[src/rtl/sum_uart_tx.sv]
// sum_uart_tx: buffers adder result bytes in a small FIFO and sends each one
// as an 8N1 UART frame (start, 8 data bits LSB first, stop) on the tx pin.
module sum_uart_tx #(
  parameter int CLKS_PER_BIT = 16,
  parameter int FIFO_DEPTH   = 4
) (
  input  logic                          clk,
  input  logic                          rst_n,
  input  logic [7:0]                    in_data,
  input  logic                          in_valid,
  output logic                          in_ready,
  output logic                          tx,
  output logic                          busy,
  output logic [$clog2(FIFO_DEPTH):0]   fifo_count,
  output logic                          dropped
);

  localparam int AW = $clog2(FIFO_DEPTH);
  localparam int BW = (CLKS_PER_BIT > 1) ? $clog2(CLKS_PER_BIT) : 1;

  localparam logic [BW-1:0] BAUD_LAST = BW'(CLKS_PER_BIT - 1);
  localparam logic [BW-1:0] BAUD_ONE  = BW'(1);
  localparam logic [AW:0]   CNT_FULL  = (AW+1)'(FIFO_DEPTH);
  localparam logic [AW:0]   CNT_ONE   = (AW+1)'(1);
  localparam logic [AW-1:0] PTR_ONE   = AW'(1);

  typedef enum logic [1:0] {IDLE, START, DATA, STOP} state_e;

  state_e          state_q, state_d;
  logic            tx_q, tx_d;
  logic [BW-1:0]   baud_q, baud_d;
  logic [2:0]      bit_q, bit_d;
  logic [7:0]      shift_q, shift_d;

  logic [7:0]      mem_q [FIFO_DEPTH];
  logic [AW-1:0]   wr_ptr_q, rd_ptr_q;
  logic [AW:0]     cnt_q, cnt_d;
  logic            dropped_q;

  logic            push, pop;

  // Ready is purely registered state: a full FIFO refuses even while popping.
  assign in_ready   = (cnt_q != CNT_FULL);
  assign push       = in_valid && in_ready;
  assign pop        = (state_q == IDLE) && (cnt_q != '0);

  assign tx         = tx_q;
  assign busy       = (state_q != IDLE) || (cnt_q != '0);
  assign fifo_count = cnt_q;
  assign dropped    = dropped_q;

  // Occupancy next-state: simultaneous push and pop cancel out.
  always_comb begin
    cnt_d = cnt_q;
    case ({push, pop})
      2'b10:   cnt_d = cnt_q + CNT_ONE;
      2'b01:   cnt_d = cnt_q - CNT_ONE;
      default: cnt_d = cnt_q;
    endcase
  end

  // FIFO pointers, occupancy and sticky overflow flag.
  always_ff @(posedge clk) begin
    if (!rst_n) begin
      wr_ptr_q  <= '0;
      rd_ptr_q  <= '0;
      cnt_q     <= '0;
      dropped_q <= 1'b0;
    end else begin
      if (push) wr_ptr_q <= wr_ptr_q + PTR_ONE;
      if (pop)  rd_ptr_q <= rd_ptr_q + PTR_ONE;
      cnt_q <= cnt_d;
      if (in_valid && !in_ready) dropped_q <= 1'b1;
    end
  end

  // Storage is only written on an accepted push, so in_data is never
  // looked at while in_valid is low.
  always_ff @(posedge clk) begin
    if (push) mem_q[wr_ptr_q] <= in_data;
  end

  // Serialiser state register; reset forces the line idle mid-frame.
  always_ff @(posedge clk) begin
    if (!rst_n) begin
      state_q <= IDLE;
      tx_q    <= 1'b1;
      baud_q  <= '0;
      bit_q   <= '0;
      shift_q <= '0;
    end else begin
      state_q <= state_d;
      tx_q    <= tx_d;
      baud_q  <= baud_d;
      bit_q   <= bit_d;
      shift_q <= shift_d;
    end
  end

  // Frame sequencing: each state holds for CLKS_PER_BIT cycles, and tx is
  // loaded one edge ahead so it leaves a flop aligned with the bit period.
  always_comb begin
    state_d = state_q;
    tx_d    = tx_q;
    baud_d  = baud_q;
    bit_d   = bit_q;
    shift_d = shift_q;
    case (state_q)
      IDLE: begin
        baud_d = '0;
        if (pop) begin
          state_d = START;
          tx_d    = 1'b0;
          shift_d = mem_q[rd_ptr_q];
        end
      end
      START: begin
        if (baud_q == BAUD_LAST) begin
          state_d = DATA;
          baud_d  = '0;
          bit_d   = '0;
          tx_d    = shift_q[0];
          shift_d = {1'b0, shift_q[7:1]};
        end else begin
          baud_d = baud_q + BAUD_ONE;
        end
      end
      DATA: begin
        if (baud_q == BAUD_LAST) begin
          baud_d = '0;
          if (bit_q == 3'd7) begin
            state_d = STOP;
            tx_d    = 1'b1;
          end else begin
            bit_d   = bit_q + 3'd1;
            tx_d    = shift_q[0];
            shift_d = {1'b0, shift_q[7:1]};
          end
        end else begin
          baud_d = baud_q + BAUD_ONE;
        end
      end
      STOP: begin
        if (baud_q == BAUD_LAST) begin
          state_d = IDLE;
          baud_d  = '0;
        end else begin
          baud_d = baud_q + BAUD_ONE;
        end
      end
      default: begin
        state_d = IDLE;
        tx_d    = 1'b1;
        baud_d  = '0;
      end
    endcase
  end

endmodule
[config.mk]
export PLATFORM = sky130hd
export DESIGN_NAME = sum_uart_tx
export DESIGN_NICKNAME = d
export VERILOG_FILES = /design/src/rtl/sum_uart_tx.sv
export SDC_FILE = /design/constraint.sdc
export NUM_CORES = 1
export LEC_CHECK = 0
export BUFFER_PORTS_ARGS = -buffer_cell sky130_fd_sc_hd__buf_4
export CORE_AREA = 2 2 106 108
export DETAILED_ROUTE_END_ITERATION = 16
export DIE_AREA = 0 0 108 110
export HOLD_SLACK_MARGIN = 0.03
export PLACE_DENSITY = 0.45
export SYNTH_ARGS = -nofsm -noshare
export SYNTH_HDL_FRONTEND = slang
export SYNTH_SLANG_ARGS = --single-unit
[constraint.sdc]
create_clock -name clk -period 3 [get_ports clk]
set_input_delay 0.6 -clock clk [delete_from_list [all_inputs] [get_ports clk]]
set_output_delay 0.6 -clock clk [all_outputs]
set_load 0.05 [all_outputs]
# ---- Word level (Yosys, flattened, before mapping)
# Memories as Yosys holds them, arrays and structs flattened. A register that Yosys moved wholly into a read port is not among the register bits.
# Cells that the tools add are included.
dict set report totals {
  mem_count 1
  reg_bits 26
  ram_bits 32
  in_bits 11
  wordCells 73
  output_inout_bits 7
}
# memory words width rd rd_clocked_by_memory_dff write_ports line
set memory_table {}
lappend memory_table {mem_q 4 8 1 1 1 35} ;# logic [7:0] mem_q [FIFO_DEPTH];
dict set report op_classes {
  addsub 6
  muxes 27
  n_reduce_logical 16
  eq_ne 14
}
# op n
set op_table {}
lappend op_table {{$mux 8} 4}
lappend op_table {{$pmux 8 s3} 1}
lappend op_table {{$mux 2} 7}
lappend op_table {{$ne 2x2->1 const B} 6}
lappend op_table {{$pmux 3 s2} 2}
lappend op_table {{$reduce_and 5->1} 2}
lappend op_table {{$mux 3} 3}
lappend op_table {{$pmux 2 s4} 1}
lappend op_table {{$pmux 4 s2} 1}
lappend op_table {{$reduce_and 4->1} 2}
lappend op_table {{$add 3x1->3 const B} 2}
lappend op_table {{$eq 2x2->1 const B} 3}
lappend op_table {{$mux 1} 6}
lappend op_table {{$reduce_bool 2->1} 3}
lappend op_table {{$reduce_bool 3->1} 2}
lappend op_table {{$add 2x1->2 const B} 2}
lappend op_table {{$add 4x1->4 const B} 1}
lappend op_table {{$eq 2x1->1 const B} 2}
lappend op_table {{$eq 4x4->1 const B} 1}
lappend op_table {{$mux 4} 1}
lappend op_table {{$eq 3x3->1 const B} 1}
lappend op_table {{$logic_and 1x1->1} 3}
lappend op_table {{$ne 3x3->1 const B} 1}
lappend op_table {{$pmux 1 s3} 1}
lappend op_table {{5 further kinds} 5}

# ---- Logic depth before layout (Yosys ltp)
# Gate-level depths: netlist (run 1).
dict set report logic_depth {
  ltp_word 4
  ltp_mapped 9
  ltp_nobuf 9
}

# ---- Worst setup path before layout (run 1)
# OpenSTA, ideal clock, no wires.
dict set report synth_timing {
  path_type {register to register}
  from {register cnt_q[2] (netlist: fifo_count[2])}
  to {register cnt_q[2] (netlist: fifo_count[2])}
  n_path_buf 0
  stages_incl_launch_ff 10
  path_slack_ps 57
  synth_period_minus_slack_ps 2943
  setup_time_ps 76
  required_ps 2924
  arrival_time_ps 2868
  path_cell_list {dfxtp_1 > or3b_1 > and2_4 > inv_2 > ha_1 > inv_1 > fa_1 > xor2_1 > or3_1 > a21boi_0}
}
dict set report synth_between {
  elab_chain_cells 4
  word_cells_on_any_way 10
  cone_classes {2 x add/sub; 3 x eq/ne; 1 x mux; 4 x reduce/logical}
}
# item line
set synth_lines {}
lappend synth_lines {{start: declaration} 37} ;# logic [AW:0] cnt_q, cnt_d;
lappend synth_lines {{start signal: assignment} 72} ;# cnt_q <= cnt_d;
lappend synth_lines {{$ne 3x3->1 *} 43} ;# assign in_ready = (cnt_q != CNT_FULL);
lappend synth_lines {{named net in_ready} 11} ;# output logic in_ready,
lappend synth_lines {{$logic_and 1x1->1 *} 44} ;# assign push = in_valid && in_ready;
lappend synth_lines {{$eq 2x1->1 or $eq 2x2->1 (tied branches)} 55} ;# case ({push, pop})
lappend synth_lines {{$pmux 3 s2 or $reduce_bool 2->1 (tied branches)} -}
# The timed path passes the listed nets; every way through them passes the cells marked *.
# A chain may end at the register's enable or synchronous reset.

# ---- Final worst setup path (run 1)
dict set report layout_timing {
  from {register cnt_q[2] (netlist: fifo_count[2])}
  to {register cnt_q[2] (netlist: fifo_count[2])}
}
dict set report layout_between {
  elab_chain_cells 4
  word_cells_on_any_way 10
  cone_classes {2 x add/sub; 3 x eq/ne; 1 x mux; 4 x reduce/logical}
}
# item line
set layout_lines {}
lappend layout_lines {{$ne 3x3->1 or $reduce_bool 3->1 (tied branches)} {43, 45}}
lappend layout_lines {{$logic_and 1x1->1, on equally long branches} {44, 45}}
lappend layout_lines {{$eq 2x1->1 or $eq 2x2->1 (tied branches)} 55}
lappend layout_lines {{$pmux 3 s2 or $reduce_bool 2->1 (tied branches)} -}
# Several ways; a longest one is shown, not always the timed one.

==> results_dict.tcl, run 1 <==
set metrics [dict create \
    clockRootBuffer "clkbuf_8" \
    setup_violations 0 \
    netSwitchingPower_w 0.001030 \
    ys_seq_elements 60 \
    grt_overflow 0 \
    required_ns 3.27 \
    hold_buffers 0 \
    clkLatencyLatePin_ns 0.34 \
    power_w 0.002909 \
    cts_setup_buffers 0 \
    numCtsBuffers 9 \
    pwr-share-comb 0.361 \
    dp_hpwl_um 3256 \
    htreeDepth 3 \
    setup.worst_path.start_class "flip-flop" \
    fin_util 0.2905 \
    fin_setup_tns_ns 0 \
    synth_fp_nets 220 \
    worst_pin_slew_ns 0.5802 \
    async_flop_share 0 \
    viasPerCell 4.235 \
    p_leak_nw 1.167 \
    period_share 0.8274 \
    end_kind "flip-flop" \
    cp_max_fo 7 \
    initial_core_util 0.2468 \
    cts_sinks 60 \
    fmax_mhz 402.9 \
    syn_inst 195 \
    fin_area_um2 3108 \
    irDropWorstVdd_v 0.0003396 \
    postSynthAreaPerCell_um2 13.54 \
    drt_iter0_markers 69 \
    grt.total_usage 0.09180 \
    layout_commonest_cell "edfxtp_1" \
    vias 1529 \
    placed_cells 345 \
    io_pins 18 \
    routabilityCongestion 0.6819 \
    stdcell_count 361 \
    drt-pass1-iter-count 4 \
    portBuffers 17 \
    synth_cell_types 40 \
    grt_max_degree 31 \
    die_area_um2 11880 \
    clockBufferDepth 2 \
    rsz0062_at_grt "false" \
    wirelength_um 4884 \
    finalHoldViolCount 0 \
    synth_area_um2 2640 \
    wire_per_inst_um 13.53 \
    die_h_um 110 \
    rows 38 \
    drive_above_1_share 0.2262 \
    clkTransAtPathRegs_ns 0.07 \
    ys_warn_count 0 \
    hp-class "primary input to flip-flop" \
    drv_slew 0 \
    core_area_um2 10700 \
    n_antenna_cell 0 \
    antenna_found_initial 0 \
    intPower_w 0.001879 \
    grt_pass1_vias 1559 \
    final_cell_mix "32 x edfxtp_1, 28 x dfxtp_1, 17 x buf_4" \
    placedInstanceArea_um2 2907 \
    cts_resized 0 \
    synth_edf_count 32 \
    drc 0 \
    layout_min_cycle_time_ns 2.482 \
    crit_arrival_ns 2.75 \
    clock-skew-final_ns 0.01007 \
    clkPwrFrac 0.250 \
    die_w_um 108 \
    cts_tree "yes" \
    seq_area_frac_synth 0.5763 \
    synth_ff_type "edfxtp_1" \
    max_slew_margin 0.6127 \
    path_class "flip-flop to flip-flop" \
    cap_violations 0 \
    status "finished clean" \
    swShare 0.3542 \
    area_delta_synth_final_pct 17.73 \
    grt_pass1_wl_um 7879 \
    p_seq_frac 0.388 \
    power_density_nw_per_um2 935.9 \
    nNetsFinal 241 \
    ant_nets 0 \
]
-- metal layers --
metal / wire length, um / vias to the layer above / global-route usage
met5: 0 / - / 0
met4: 95 / 0 / 0.04945
met3: 156 / 8 / 0.03292
met2: 2317 / 28 / 0.1460
met1: 2315 / 733 / 0.1089
li1: - / 760 / -
-- state kept, by name, summed over array words and instances, names as in the netlist, named ones only --
register / flops
rd_ptr_q: 2
shift_q: 8
fifo_count: 3
baud_q: 4
state_q: 2
tx: 1
wr_ptr_q: 2
mem_q: 32
bit_q: 3
dropped: 1
-- logic make-up (layout without fill, tap and decap cells) --
family / Yosys count / in the layout / share of synthesized area
flip-flops: 60 / 60 / 0.5763
adder cells (fa/ha/maj): 14 / 14 / 0.06920
AO/OA/AOI/OAI: 27 / 27 / 0.07962
AND/OR/NAND/NOR: 53 / 53 / 0.1209
buffers and inverters: 17 / 43 / 0.02796
XOR/XNOR: 6 / 6 / 0.01991
multiplexers: 18 / 18 / 0.1062
-- synthesized netlist by cell type, types with 3 or more instances --
library cell	number	area, um^2
edfxtp_1	32	960.9
and3_1	4	25.02
dfxtp_1	28	560.5
clkbuf_1	4	15.01
ha_1	13	162.7
nand3_1	9	45.04
mux4_2	8	180.2
mux2i_1	10	100.1
o211a_1	7	70.07
a21oi_1	3	15.01
nor2_1	4	15.01
inv_1	9	33.78
o21ai_0	10	50.05
and2_1	7	43.79
nand2_1	13	48.80
xnor2_1	4	35.03
-- through the flow --
stage               hold slack, ns  worst slack, ns
CTS                         0.4475           0.5117
detailed placement          0.4520           0.5351
floorplan                   0.4290          0.05664
finish                      0.4610           0.5179
global route                0.4391           0.4159
global placement            0.4427           0.5785
-- cell type report --
cell class	instances	area [um^2]
Clock inverter	7	77.57
Tap cell	140	175.2
Clock buffer	9	123.9
Fill cell	1081	7590
Multi-Input combinational cell	118	1045
Inverter	10	37.54
Sequential cell	60	1521
Timing Repair Buffer	17	127.6
-- worst paths after layout --
kind                         to  cells after the start  slack [ns]     startpoint
setup / recovery  fifo_count[2]                      9        0.52  fifo_count[2]
hold / removal      mem_q[2][2]                      1        0.46     in_data[2]
setup reg to reg  fifo_count[2]                      9        0.52  fifo_count[2]
hold reg to reg      shift_q[7]                      2        0.46     shift_q[7]
-- power groups by stage --
stage	Clock, W	Sequential [W]	Combinational [W]
global placement	0	0.00115	0.00106
detailed placement	0	0.00115	0.00106
floorplan	0	0.00116	0.000825
finish	0.000728	0.00113	0.00105
CTS	0.000752	0.00113	0.00107
global route	0.000791	0.00115	0.00117
-- critical path, stage by stage, from the launching register on --
cell,delay (ns)
dfxtp_1,0.49
or3b_1,0.47
and2_4,0.21
inv_2,0.05
ha_1,0.17
inv_1,0.06
fa_1,0.37
xor2_1,0.16
or3_1,0.30
a21boi_0,0.16
Note: power is estimated with default switching activity, not from simulation.
==> inputs of run 2 (changes only) <==
--- a/config.mk
+++ b/config.mk
@@ -10,7 +10,7 @@
 export DETAILED_ROUTE_END_ITERATION = 16
 export DIE_AREA = 0 0 108 110
 export HOLD_SLACK_MARGIN = 0.03
-export PLACE_DENSITY = 0.45
+export PLACE_DENSITY = 0.47
 export SYNTH_ARGS = -nofsm -noshare
 export SYNTH_HDL_FRONTEND = slang
 export SYNTH_SLANG_ARGS = --single-unit
==> constraint.sdc (replaced) <==
create_clock -name clk -period 2.1 [get_ports clk]
set_input_delay 0.42 -clock clk [delete_from_list [all_inputs] [get_ports clk]]
set_output_delay 0.42 -clock clk [all_outputs]
set_load 0.05 [all_outputs]
==> run 2 against run 1 <==
  * Clock skew down 0.0013 ns
  * Sequential cell count unchanged
  * Critical path depth unchanged
  * Sequential share of layout area down 0.81 points
  * Setup slack worse by 0.49 ns
  * Maximum frequency up 20%
  * Largest power group is now combinational cells
  * Utilization up 0.61 points
  * First-iteration DRC count down 17%
  * Non-clock buffer count up 9
  * Final cell count up 2.5%
  * Largest cell class unchanged
  * Die area unchanged
  * Via count up 2.1%
==> results_dict.tcl, run 2 (same netlist as run 1, synthesis figures left out) <==
set metrics [dict create \
    wire_per_inst_um 13.05 \
    routabilityCongestion 0.6661 \
    intPower_w 0.002681 \
    setup_violations 0 \
    clkLatencyLatePin_ns 0.34 \
    worst_pin_slew_ns 0.4693 \
    fin_util 0.2966 \
    end_kind "flip-flop" \
    reg_top3 "mem_q x32, shift_q x8, baud_q x4" \
    pwr-share-comb 0.407 \
    grt_pass1_vias 1571 \
    cts_tree "yes" \
    cp_max_fo 2 \
    cap_violations 0 \
    clock-skew-final_ns 0.008804 \
    period_share 0.9850 \
    drc 0 \
    initial_core_util 0.2468 \
    hp-class "primary input to flip-flop" \
    htreeDepth 3 \
    rsz0062_at_grt "true" \
    dp_slack_ns 0.02413 \
    power_density_nw_per_um2 1309 \
    ant_nets 0 \
    area_delta_synth_final_pct 20.19 \
    grt_pass1_wl_um 7845 \
    die_h_um 110 \
    clkPwrFrac 0.215 \
    n_antenna_cell 0 \
    largest_reg_flops 32 \
    grt.total_usage 0.09093 \
    drt-pass1-iter-count 4 \
    setup.worst_path.start_class "flip-flop" \
    p_seq_frac 0.377 \
    placedInstanceArea_um2 2985 \
    fin_ws_ns 0.03159 \
    nFillCells 1108 \
    required_ns 2.37 \
    viasPerCell 4.219 \
    stdcell_count 370 \
    crit_arrival_ns 2.34 \
    cts_sinks 60 \
    rows 38 \
    clockBufferDepth 2 \
    path_class "flip-flop to flip-flop" \
    clkTransAtPathRegs_ns 0.07 \
    drive_above_1_share 0.2870 \
    finalHoldViolCount 0 \
    nNetsFinal 250 \
    layout_min_cycle_time_ns 2.068 \
    vias 1561 \
    wirelength_um 4828 \
    dp_hpwl_um 3268 \
    final_cell_mix "32 x edfxtp_1, 26 x buf_4, 25 x dfxtp_1" \
    die_area_um2 11880 \
    placed_cells 352 \
    clockRootBuffer "clkbuf_8" \
    hold_buffers 0 \
    grt_overflow 0 \
    drv_slew 0 \
    netSwitchingPower_w 0.001471 \
    fmax_mhz 483.5 \
    portBuffers 17 \
    p_leak_nw 1.211 \
    die_w_um 108 \
    fin_area_um2 3173 \
    irDropWorstVdd_v 0.0005042 \
    status "finished clean" \
    numCtsBuffers 9 \
    swShare 0.3543 \
    max_slew_margin 0.6871 \
    antenna_found_initial 0 \
    grt_max_degree 31 \
    layout_commonest_cell "edfxtp_1" \
    io_pins 18 \
    drt_iter0_markers 57 \
    largest-register "mem_q" \
    core_area_um2 10700 \
]
run 2: worst max-delay path, cell delays in order, from the launching register on:
cell,delay (ns)
dfxtp_2,0.32
or3b_4,0.39
and2_4,0.16
inv_4,0.06
ha_4,0.13
inv_2,0.03
fa_2,0.33
xor2_1,0.15
or3_1,0.31
a21boi_1,0.12
run 2: layout make-up:
class | instances | area, um^2 | area share
clock buffer | 11 | 131.4 | 0.04140
sequential | 60 | 1528 | 0.4815
inverter | 10 | 40.04 | 0.01262
clock inverter | 5 | 38.79 | 0.01222
timing repair buffer | 26 | 195.2 | 0.06151
tap | 140 | 175.2 | 0.05521
multi-input combinational | 118 | 1065 | 0.3356
run 2: what timing repair did:
item                       in CTS  in global routing
setup endpoints to repair       0                  2
setup buffers                   0                  2
resized for setup               0                  2
run 2: final timing paths:
| kind | end | slack, ns | start | cells past startpoint |
|---|---|---|---|---|
| min reg2reg | shift_q[7] | 0.46 | shift_q[7] | 2 |
| max reg2reg | fifo_count[2] | 0.03 | fifo_count[1] | 9 |
| max | fifo_count[2] | 0.03 | fifo_count[1] | 9 |
| min | mem_q[0][5] | 0.28 | in_data[5] | 1 |
run 2: layer usage:
layer,share of wire,up-vias,track usage,wire [um]
met4,0.022,0,0.04670,104
met1,0.48,750,0.1115,2339
li1,-,780,-,-
met2,0.45,20,0.1379,2195
met5,0,-,0,0
met3,0.039,11,0.03704,188
run 2: power by group through the flow:
| stage | combinational, W | clock (W) | sequential, W |
|---|---|---|---|
| global route | 0.00186 | 0.000977 | 0.00159 |
| global placement | 0.00167 | 0 | 0.00159 |
| CTS | 0.00169 | 0.000932 | 0.00157 |
| detailed placement | 0.00168 | 0 | 0.00159 |
| floorplan | 0.00122 | 0 | 0.00166 |
| finish | 0.00169 | 0.000895 | 0.00157 |
run 2: stage by stage:
step / total power, W / setup TNS, ns / hold slack, ns
after floorplan: 0.002880 / -0.2943 / 0.4290
after global placement: 0.003259 / 0 / 0.4442
after detailed placement: 0.003275 / 0 / 0.4552
after CTS: 0.004190 / 0 / 0.2583
after global routing: 0.004432 / -0.02834 / 0.2600
final: 0.004152 / 0 / 0.2779
==> inputs of run 3 (changes only) <==
--- a/config.mk
+++ b/config.mk
@@ -6,11 +6,11 @@
 export NUM_CORES = 1
 export LEC_CHECK = 0
 export BUFFER_PORTS_ARGS = -buffer_cell sky130_fd_sc_hd__buf_4
-export CORE_AREA = 2 2 106 108
+export CORE_AREA = 2 2 85 87
 export DETAILED_ROUTE_END_ITERATION = 16
-export DIE_AREA = 0 0 108 110
+export DIE_AREA = 0 0 87 89
 export HOLD_SLACK_MARGIN = 0.03
-export PLACE_DENSITY = 0.47
+export PLACE_DENSITY = 0.63
 export SYNTH_ARGS = -nofsm -noshare
 export SYNTH_HDL_FRONTEND = slang
 export SYNTH_SLANG_ARGS = --single-unit
==> run 3 against run 2 <==
  * Power up 3.7%
  * Register-to-register slack better by 0.02 ns
  * Critical path depth unchanged
  * Sequential share of layout area up 0.58 points
  * Sequential power about the same
==> results_dict.tcl, run 3 (same netlist as run 1, synthesis figures left out) <==
set metrics [dict create \
    cp_max_fo 2 \
    portBuffers 17 \
    layout_commonest_cell "edfxtp_1" \
    grtUsageMet2 0.1908 \
    status "finished clean" \
    power_density_nw_per_um2 1374 \
    viasPerCell 5.065 \
    use_met3 0.04155 \
    nNetsFinal 249 \
    clkLatencyLatePin_ns 0.33 \
    required_ns 2.36 \
    die_area_um2 7743 \
    clock-skew-final_ns 0.004689 \
    cts_sinks 60 \
    setup.worst_path.end "fifo_count[2]" \
    drc 0 \
    hp-class "primary input to flip-flop" \
    drive_above_1_share 0.2838 \
    drt_iter0_markers 66 \
    reg_top3 "mem_q x32, shift_q x8, baud_q x4" \
    wirelength_um 4214 \
    io_pins 18 \
    final_cell_mix "32 x edfxtp_1, 25 x dfxtp_1, 25 x buf_4" \
    dp_hpwl_um 2873 \
    largest_reg_flops 32 \
    setup.worst_path.start_class "flip-flop" \
    r2r-start "fifo_count[2]" \
    fin_setup_tns_ns 0 \
    hold_buffers 0 \
    clockRootBuffer "clkbuf_8" \
    finalHoldViolCount 0 \
    die_h_um 89 \
    vias 1565 \
    grt_max_degree 31 \
    r2r_slack_ns 0.05 \
    cap_violations 0 \
    largest-register "mem_q" \
    htreeDepth 3 \
    reg2reg_to "fifo_count[2]" \
    irDropWorstVdd_v 0.0006033 \
    worst_pin_slew_ns 0.4696 \
    multi_input_area_um2 1065 \
    crit_arrival_ns 2.31 \
    reg2reg_depth 9 \
    nFillCells 618 \
    path_class "flip-flop to flip-flop" \
    dp_slack_ns 0.04690 \
    die_w_um 87 \
    grt.total_usage 0.1251 \
    grt_overflow 0 \
    routabilityCongestion 0.7341 \
    rows 30 \
    use_met1 0.1575 \
    initial_core_util 0.3929 \
    grt_pass1_vias 1549 \
    n_antenna_cell 0 \
    clockBufferDepth 2 \
    period_share 0.9778 \
    area_delta_synth_final_pct 18.77 \
    grt_pass1_wl_um 7217 \
    numCtsBuffers 9 \
    cts_tree "yes" \
    max_slew_margin 0.6870 \
    clkTransAtPathRegs_ns 0.07 \
    fin_ws_ns 0.04669 \
    layout_min_cycle_time_ns 2.053 \
    setup_violations 0 \
    setup.worst_path.start "fifo_count[2]" \
    busiest_layer "met2" \
    hold_ws_ns 0.2847 \
    fmax_mhz 487.0 \
    stdcell_count 309 \
    drv_slew 0 \
    wire_per_inst_um 13.64 \
    antenna_found_initial 0 \
    ant_nets 0 \
    p_leak_nw 1.222 \
    rsz0062_at_grt "true" \
    seqCellArea_um2 1528 \
    core_area_um2 6719 \
    placed_cells 291 \
    power_w 0.004308 \
    drt-pass1-iter-count 4 \
    end_kind "flip-flop" \
]
run 3: changes by cell type in the layout (fill, tap and decap cells not counted), sizes merged:
cell,change
bufinv,+2
clkbuf,-2
clkinv,-2
clkinvlp,+2
buf,-1
run 3: area by class of cell:
class | instances | share of cell area
Clock buffer | 9 | 0.03951
Multi-Input combinational cell | 118 | 0.3396
Timing Repair Buffer | 25 | 0.05986
Tap cell | 80 | 0.03192
Clock inverter | 7 | 0.02913
Sequential cell | 60 | 0.4872
Inverter | 10 | 0.01277
run 3: metrics by stage:
step / utilization / instance area, um^2
floorplan: - / 2666
global placement: 0.4320 / 2903
detailed placement: 0.4320 / 2903
CTS: 0.4641 / 3118
global route: 0.4667 / 3136
finish: 0.4667 / 3136
run 3: where the power goes:
part           internal (W)  switching (W)
Combinational      0.000780       0.000856
Sequential          0.00146       0.000102
Clock              0.000661       0.000451
Total               0.00290        0.00141
run 3: worst min-delay path by stage:
stage	startpoint	to	slack, ns	cells after the start
5_1_grt	in_data[1]	mem_q[2][1]	0.26	1
4_1_cts	in_data[1]	mem_q[0][1]	0.27	1
3_5_place_dp	shift_q[7]	shift_q[7]	0.46	2
2_1_floorplan	bit_q[0]	bit_q[0]	0.43	1
3_3_place_gp	shift_q[7]	shift_q[7]	0.44	2
6_report	in_data[2]	mem_q[0][2]	0.28	1
run 3: worst max-delay path, stage by stage (launching register included):
cell      delay (ns)
dfxtp_4         0.34
or3b_4          0.38
and2_4          0.16
inv_4           0.06
ha_4            0.13
inv_2           0.04
fa_2            0.32
xor2_1          0.15
or3_1           0.30
a21boi_1        0.11
run 3: metal layers:
metal,vias to the layer above,routed length (um)
li1,776,-
met1,753,1921
met2,26,2010
met3,10,172
met4,0,109
met5,-,0
run 3: timing repair:
item	4_1_cts	5_1_grt
endpoints found under the setup margin	0	2
setup buffers	0	2
resized for setup	0	1
